**src/rtl/mips_fmt_pkg.sv**
```systemverilog
// mips_fmt_pkg: shared MIPS instruction-format definitions.
//   - opcode constants for the R-type and jump formats
//   - bit positions of every instruction field
//   - FSM state encoding used by the program loader
//   - align_word(): clears the byte-offset bits of an address
package mips_fmt_pkg;

  localparam logic [5:0] OPC_RTYPE = 6'b000000;
  localparam logic [5:0] OPC_J     = 6'd2;
  localparam logic [5:0] OPC_JAL   = 6'd3;

  localparam int OPC_HI = 31;
  localparam int OPC_LO = 26;
  localparam int RS_HI  = 25;
  localparam int RS_LO  = 21;
  localparam int RT_HI  = 20;
  localparam int RT_LO  = 16;
  localparam int RD_HI  = 15;
  localparam int RD_LO  = 11;
  localparam int SH_HI  = 10;
  localparam int SH_LO  = 6;
  localparam int FN_HI  = 5;
  localparam int FN_LO  = 0;
  localparam int IMM_HI = 15;
  localparam int IMM_LO = 0;

  typedef enum logic [1:0] {
    IDLE = 2'd0,
    LOAD = 2'd1,
    DONE = 2'd2
  } state_t;

  function automatic logic [31:0] align_word(input logic [31:0] a);
    return {a[31:2], 2'b00};
  endfunction

endpackage

```
**src/rtl/instr_pack.sv**
```systemverilog
// instr_pack: combinational field packer.
//   is_rtype          1 = R-format, 0 = I-format (J opcodes pack as I-format)
//   alu_sel  [5:0]    funct (R) or opcode (I)
//   rs, rt, rd, shamt register / shift fields (rd, shamt unused for I)
//   imm     [15:0]    immediate (unused for R)
//   word    [31:0]    packed instruction
//   reject            I-format with opcode 0 would decode as R-type
module instr_pack
  import mips_fmt_pkg::*;
(
  input  logic        is_rtype,
  input  logic [5:0]  alu_sel,
  input  logic [4:0]  rs,
  input  logic [4:0]  rt,
  input  logic [4:0]  rd,
  input  logic [4:0]  shamt,
  input  logic [15:0] imm,
  output logic [31:0] word,
  output logic        reject
);

  always_comb begin
    word   = '0;
    reject = 1'b0;
    if (is_rtype) begin
      word[OPC_HI:OPC_LO] = OPC_RTYPE;
      word[RS_HI:RS_LO]   = rs;
      word[RT_HI:RT_LO]   = rt;
      word[RD_HI:RD_LO]   = rd;
      word[SH_HI:SH_LO]   = shamt;
      word[FN_HI:FN_LO]   = alu_sel;
    end else begin
      word[OPC_HI:OPC_LO] = alu_sel;
      word[RS_HI:RS_LO]   = rs;
      word[RT_HI:RT_LO]   = rt;
      word[IMM_HI:IMM_LO] = imm;
      reject              = (alu_sel == OPC_RTYPE);
    end
  end

endmodule

```
**src/rtl/instr_composer.sv**
```systemverilog
// instr_composer: boot/test program loader in front of IMEM.
// Packs field bundles into MIPS words and writes them to consecutive word
// addresses starting at BASE_ADDR.
//   clk, reset            clock, synchronous active-high reset
//   start                 begin a new load (ignored while loading)
//   in_valid / in_ready   bundle handshake
//   is_rtype .. last      bundle fields
//   imem_we/addr/wdata    registered IMEM write port
//   count                 words written since start
//   done                  high in DONE
//   err                   sticky: a bundle was rejected
//   dbg_state             current FSM state
//
// Handshake: a bundle transfers on any rising edge where in_valid and in_ready
// are both high. in_ready depends only on the FSM state. While in_valid is high
// and in_ready is low, the bundle fields must hold.
module instr_composer
  import mips_fmt_pkg::*;
#(
  parameter int          ADDR_W    = 8,
  parameter logic [31:0] BASE_ADDR = 32'h0
) (
  input  logic            clk,
  input  logic            reset,
  input  logic            start,
  input  logic            in_valid,
  output logic            in_ready,
  input  logic            is_rtype,
  input  logic [5:0]      alu_sel,
  input  logic [4:0]      rs,
  input  logic [4:0]      rt,
  input  logic [4:0]      rd,
  input  logic [4:0]      shamt,
  input  logic [15:0]     imm,
  input  logic            last,
  output logic            imem_we,
  output logic [31:0]     imem_addr,
  output logic [31:0]     imem_wdata,
  output logic [ADDR_W:0] count,
  output logic            done,
  output logic            err,
  output state_t          dbg_state
);

  localparam logic [31:0]     BASE_AL   = align_word(BASE_ADDR);
  localparam logic [ADDR_W:0] LAST_SLOT = {1'b0, {ADDR_W{1'b1}}};
  localparam logic [ADDR_W:0] ONE       = {{ADDR_W{1'b0}}, 1'b1};

  state_t      state, state_nxt;
  logic [31:0] word;
  logic        reject;
  logic        accept;
  logic        write_ok;
  logic        finish;
  logic [31:0] wr_addr;

  instr_pack u_pack (
    .is_rtype (is_rtype),
    .alu_sel  (alu_sel),
    .rs       (rs),
    .rt       (rt),
    .rd       (rd),
    .shamt    (shamt),
    .imm      (imm),
    .word     (word),
    .reject   (reject)
  );

  assign in_ready  = (state == LOAD);
  assign done      = (state == DONE);
  assign dbg_state = state;

  assign accept   = in_valid & in_ready;
  assign write_ok = accept & ~reject;
  // Writing into the final slot ends the load even without last, so the
  // address never wraps back over the start of the program.
  assign finish   = accept & (last | (write_ok & (count == LAST_SLOT)));
  // count doubles as the word index of the next write.
  assign wr_addr  = BASE_AL + (32'(count) << 2);

  always_comb begin
    state_nxt = state;
    case (state)
      IDLE:    if (start)  state_nxt = LOAD;
      LOAD:    if (finish) state_nxt = DONE;
      DONE:    if (start)  state_nxt = LOAD;
      default: state_nxt = IDLE;
    endcase
  end

  always_ff @(posedge clk) begin
    if (reset) begin
      state      <= IDLE;
      imem_we    <= 1'b0;
      imem_addr  <= BASE_AL;
      imem_wdata <= '0;
      count      <= '0;
      err        <= 1'b0;
    end else begin
      state   <= state_nxt;
      imem_we <= write_ok;
      if (write_ok) begin
        imem_addr  <= wr_addr;
        imem_wdata <= word;
        count      <= count + ONE;
      end
      if (accept & reject) err <= 1'b1;
      // accept is only possible in LOAD, so this never collides with a write.
      if ((state != LOAD) && start) begin
        count <= '0;
        err   <= 1'b0;
      end
    end
  end

endmodule

```
**config.mk**
```make
export PLATFORM = sky130hd
export DESIGN_NAME = instr_composer
export DESIGN_NICKNAME = d
export VERILOG_FILES = /design/src/rtl/mips_fmt_pkg.sv /design/src/rtl/instr_pack.sv /design/src/rtl/instr_composer.sv
export SDC_FILE = /design/constraint.sdc
export NUM_CORES = 1
export LEC_CHECK = 0
export CORE_ASPECT_RATIO = 0.6
export CORE_UTILIZATION = 44
export CTS_BUF_LIST = sky130_fd_sc_hd__clkbuf_2 sky130_fd_sc_hd__clkbuf_4 sky130_fd_sc_hd__clkbuf_8
export CTS_CLUSTER_DIAMETER = 100
export DETAILED_ROUTE_END_ITERATION = 10
export PLACE_DENSITY = 0.87
export SLEW_MARGIN = 20
export SYNTH_ARGS = -nofsm -noshare
export SYNTH_HDL_FRONTEND = slang
export SYNTH_SLANG_ARGS = --single-unit
```
**constraint.sdc**
```tcl
create_clock -name clk -period 3.6 [get_ports clk]
set_clock_uncertainty 0.05 [all_clocks]
set_input_delay 0.9 -clock clk [delete_from_list [all_inputs] [get_ports clk]]
set_output_delay 0.9 -clock clk [all_outputs]
set_load 0.02 [all_outputs]
```
**Yosys cells after proc, flatten, opt, wreduce, memory -nomap -nowiden**

Index checks and enable logic that the tools add are counted.

- Bits in registers: 54
- Bits of input ports: 48

- $add $sub $neg: 1
- Eq/ne operators: 6
- Multiplexer cells: 5
- Bitwise operators: 7
- Reductions and logical operators: 6

Operators by type and width:

| cell | count |
|---|---|
| 2-to-1 mux 32 bit | 1 |
| adder 9 x 1 -> 9 bit (second input constant) | 1 |
| == test 9 x 8 -> 1 bit (second input constant) | 1 |
| logical NOT 6 bit | 1 |
| inequality test 2 x 1 -> 1 bit (second input constant) | 3 |
| AND 1 bit | 5 |
| 2-to-1 mux 2 bit | 2 |
| one-hot mux 2 bit (2 select lines) | 1 |
| OR reduction 2 bit | 2 |
| == test 2 x 1 -> 1 bit (second input constant) | 1 |
| == test 2 bit (second input constant) | 1 |
| logical NOT 2 bit | 1 |
| AND reduction 2 bit | 1 |
| logical AND 1 bit | 1 |
| 2-to-1 mux 1 bit | 1 |
| NOT 1 bit | 1 |
| OR 1 bit | 1 |

**Longest topological paths before layout**

- Word-level depth: 9
- Gate-level depth with buffers: 8

**Modules after synthesis**

A second synthesis with hierarchy kept.

- Cell total of the unflattened synthesis: 304
- Area total of the unflattened synthesis: 2587.5 µm²

By module, submodules not included:

| module | instances | cells each | area an instance (µm²) | seq. area each (µm²) |
|---|---|---|---|---|
| instr_composer | 1 | 268 | 2247.2 | 1081.0 |
| instr_pack | 1 | 36 | 340.3 | 0.0 |

**Worst setup path after synthesis**

Ideal clock, no wire load.

- Path kind: in2reg
- Start point: input port is_rtype
- End point: register imem_wdata[10]
- Setup time: 146 ps
- Arrival: 2186 ps
- Required time: 3404 ps
- Slack: 1218 ps
- Stages: 8
- Buffers on the path: 4
- Path through: buf_2 or3_1 buf_2 o21a_1 buf_6 buf_2 nor2_1 a211oi_2

- Word-level cells in the longest chain between the ends: 3
- Elaborated cells on any way between the ends: 4

Ends and longest elaborated chain:

| item | RTL line | source |
|---|---|---|
| start, declared | instr_composer.sv:28 | `input logic is_rtype,` |
| 2-to-1 mux 1 bit | instr_pack.sv:25 | `if (is_rtype) begin` |
| NOT 1 bit | instr_composer.sv:74 | `assign write_ok = accept & ~reject;` |
| AND 1 bit | instr_composer.sv:74 |  |
| end signal, assigned | instr_composer.sv:104 | `imem_wdata <= word;` |
| end, declared | instr_composer.sv:38 | `output logic [31:0] imem_wdata,` |

Several ways; a longest one is shown, not always the timed one.
A chain may end at the register's enable or synchronous reset.

**Worst setup path in the final report**

- Start point: input port alu_sel[2]
- End point: register imem_addr[5]

- Word-level cells in the longest chain between the ends: 4

Ends and longest elaborated chain:

| item | RTL line | source |
|---|---|---|
| start, declared | instr_composer.sv:29 | `input logic [5:0] alu_sel,` |
| logical NOT 6 bit | instr_pack.sv:37 | `reject = (alu_sel == OPC_RTYPE);` |
| 2-to-1 mux 1 bit | instr_pack.sv:25 |  |
| NOT 1 bit | instr_composer.sv:74 |  |
| AND 1 bit | instr_composer.sv:74 |  |
| end signal, assigned | instr_composer.sv:103 | `imem_addr <= wr_addr;` |
| end, declared | instr_composer.sv:37 | `output logic [31:0] imem_addr,` |

No other way between the ends.

==> results.yml <==
yosys:
  yosys-mux-area-fraction_pct: 6.42
  synth_top_cell_by_area: "sky130_fd_sc_hd__dfxtp_1"
  yosys-top-cells-count: "sky130_fd_sc_hd__dfxtp_1, sky130_fd_sc_hd__nand2_1, sky130_fd_sc_hd__nor2_1"
  post_synth.cell_area_avg_sq_um: 9.01
  synth-edff-count: 0
  yosys.cell_count.top_type: "sky130_fd_sc_hd__dfxtp_1"
  top_post_synthesis_cells_by_area: "sky130_fd_sc_hd__dfxtp_1, sky130_fd_sc_hd__a211oi_2, sky130_fd_sc_hd__nand2_1, sky130_fd_sc_hd__buf_4, sky130_fd_sc_hd__mux2i_1"
  postSynthCellCount: 277
  synthesis.area_sq_um: 2500
  ys.flop_type: "sky130_fd_sc_hd__dfxtp_1"
  share_of_the_synthesized_netlist_area_taken_by_xor_and_xnor_gates_pct: 1.75
  synth_compound_gate_area_share_pct: 18.4
  ys_async_sr_fraction_pct: 0
  synth-seq-cells: 54
  yosysTopAreaCellShare_pct: 43.3
  synth-seq-area-share_pct: 43.3
  synth_simple_gate_area_share_pct: 16.1
  post_synth_fa_ha_maj_area_fraction_pct: 1.00
  synth_top_family_by_area: "compound AO/OA/AOI/OAI gates"
  synth.yosys.warnings: 0
  yosys.cell_types.count: 35
global_routing:
  grt_max_degree: 56
  grt_pass1_vias: 2077
  wire_length_of_the_first_global_routing_pass_um: 9600
  grtUsageTotal_pct: 20.5
  globalRouteOverflowTotal: 0
  antenna_found_initial: 0
route:
  vias_per_cell: 4.96
  drc: 0
  detailedRoute.firstPassIterationCount: 4
  post_drt_wl_per_cell_um: 13.7
  postRouteAntennaNets: 0
  drt_iter0_markers: 122
  wirelength_um: 5940
  vias: 2156
setup_path:
  worst_r2r_endpoint: "count[5]"
  max_stage_delay_ps: 620
  slowest_stage: "sky130_fd_sc_hd__or4_4"
  r2r_setup_slack_ps: 1740
  rr_startpoint: "dbg_state[0]"
  criticalPathCategory: "in -> reg"
  critPathRequiredTime_ps: 3770
  cp-end-kind: "flop"
  path_max_fanout: 24
  critical_path.cell_chain: "clkdlybuf4s50_1 -> or4_4 -> o21ai_2 -> buf_12 -> nand2_1 -> a21oi_1"
  ff2ff_path_depth: 6
  cp_data_arrival_time_ps: 2850
  start_kind: "input pin"
finish:
  sequential_cell_area_sq_um: 1080
  synthToLayoutAreaGrowth_pct: 40.8
  share_of_final_layout_standard_cells_stronger_than_drive_strength_1_pct: 8.40
  nets: 420
  fillers: 452
  diodes: 0
  multi_input_comb_area_sq_um: 1180
  post_layout_nonfiller_instances: 435
worst_hold_path:
  holdCritStartpoint: "imem_wdata[27]"
  hold_path_depth: 2
  worst_hold_path_type: "reg -> reg"
  worstHoldEndpoint: "imem_wdata[27]"
floorplan:
  design.die.area_sq_um: 5990
  chipWidth_um: 99.2
  initial_core_util_pct: 47.5
  die_height_um: 60.3
  num_io_pins: 127
  floorplan.rows: 20
  placeableCoreArea_sq_um: 5260
clock_network:
  cts.clk_slew.worst_paths_ps: 90
  number_of_buffers_between_clock_root_and_the_deepest_sink: 2
  htree_levels: 2
  cts_hold_buf: 0
  clock_latency_of_the_later_clocked_register_in_the_worst_skew_pair_ps: 290
  postCtsSetupRepairBufs: 0
  clock_tree_sinks: 54
  ctsResizeCount: 0
  clk_root_buffer_cell: "sky130_fd_sc_hd__clkbuf_8"
  numCtsBuffers: 5
  cts_tree: "done"
timing:
  maxClockFrequency_mhz: 373
  timing.final.max_slew_violations: 0
  relSlewSlack_pct: 54.2
  setup_violations: 0
  number_of_failing_hold_endpoints_at_the_final_stage: 0
  setup_repair_after_global_routing_missed_its_margin: "no"
  min_period_ps: 2680
  max_slew.worst_pin.slew_ps: 687
  setup_total_negative_slack_ps: 0
  crit_share_post_route_pct: 74.5
pwr:
  p_leak_nw: 1.27
  ir_drop_mv: 0.213
  power.density_nw_per_um2: 342
job:
  maxCapViolations: 0
placement:
  dp_cells: 429
  gp_congestion: 0.760
  post-dp-hpwl_um: 4410
  port_buffers: 103
outcome:
  status: "finished clean"
==> through the flow <==
| stage | total power (W) | util (%) | hold slack, ps | worst slack, ps | instance area, sq um |
|---|---|---|---|---|---|
| finish | 0.00120 | 66.9 | 406 | 918 | 3510 |
| global route | 0.00126 | 66.9 | 421 | 807 | 3510 |
| CTS | 0.00122 | 66.7 | 408 | 716 | 3510 |
| detailed placement | 0.000887 | 65.2 | 395 | 423 | 3420 |
| global placement | 0.000882 | 65.2 | 390 | 483 | 3420 |
| floorplan | 0.000800 | - | 479 | 1220 | 2580 |
==> per-layer routing <==
layer / track usage [%] / vias up / routed length (um) / part of all wire, %
li1: - / 1076 / - / -
met1: 26.1 / 996 / 2660 / 45
met2: 34.6 / 82 / 2750 / 46
met3: 7.37 / 2 / 518 / 8.7
met4: 3.36 / 0 / 8 / 0.13
met5: 0 / - / 0 / 0
==> cell type report <==
type	instances	share of cell area (%)
multi-input cells	198	33.7
flip-flops and latches	54	30.8
repair buffers	107	30.4
clock buffers	6	2.35
well taps	66	2.35
inverters	4	0.427
==> critical path: cells and delay by family <==
kind	cells	cell delay (ps)
AND/OR/NAND/NOR	2	680
buffers and inverters	2	680
AO/OA/AOI/OAI	2	590
==> flip-flops by register name, summed over array words and instances, names as in the netlist <==
name / cells
imem_we: 1
count: 9
imem_wdata: 32
imem_addr: 9
err: 1
dbg_state: 2
==> worst max-delay path by stage <==
| stage | to | slack, ps | cells past startpoint | from |
|---|---|---|---|---|
| 6_report | imem_addr[5] | 920 | 6 | alu_sel[2] |
| 3_3_place_gp | imem_wdata[8] | 480 | 5 | alu_sel[2] |
| 3_5_place_dp | imem_wdata[11] | 420 | 5 | alu_sel[2] |
| 4_1_cts | imem_wdata[3] | 720 | 5 | alu_sel[4] |
| 2_1_floorplan | imem_wdata[10] | 1220 | 8 | is_rtype |
| 5_1_grt | imem_wdata[24] | 810 | 6 | alu_sel[2] |
==> placed cells by master (no fill, tap or decap), types with 2 or more instances in the layout <==
cell type / n
sky130_fd_sc_hd__clkdlybuf4s50_1: 102
sky130_fd_sc_hd__dfxtp_1: 54
sky130_fd_sc_hd__nand2_1: 48
sky130_fd_sc_hd__nor2_1: 29
sky130_fd_sc_hd__a21oi_1: 28
sky130_fd_sc_hd__conb_1: 23
sky130_fd_sc_hd__a211oi_2: 17
sky130_fd_sc_hd__mux2i_1: 16
sky130_fd_sc_hd__nand3_1: 6
sky130_fd_sc_hd__clkbuf_8: 6
sky130_fd_sc_hd__inv_1: 4
sky130_fd_sc_hd__xor2_1: 4
sky130_fd_sc_hd__or4_1: 3
sky130_fd_sc_hd__buf_4: 3
sky130_fd_sc_hd__o31ai_1: 2
sky130_fd_sc_hd__o211ai_1: 2
sky130_fd_sc_hd__o2111ai_1: 2
sky130_fd_sc_hd__a2bb2oi_1: 2
sky130_fd_sc_hd__ha_1: 2
==> kinds of logic after synthesis <==
family | count (synthesis)
fa+ha+maj | 2
buf+inv | 47
xor+xnor | 5
other cells | 1
flops | 54
compound gates | 58
mux | 16
simple gates | 94
==> power by group <==
| group | switching, W | internal, W | leakage (nW) |
|---|---|---|---|
| clock | 0.000180 | 0.000149 | 0.0431 |
| combinational | 0.000130 | 0.000115 | 0.793 |
| sequential | 0.0000114 | 0.000617 | 0.438 |
| total | 0.000322 | 0.000881 | 1.27 |
(Power assumes the default switching activity.)
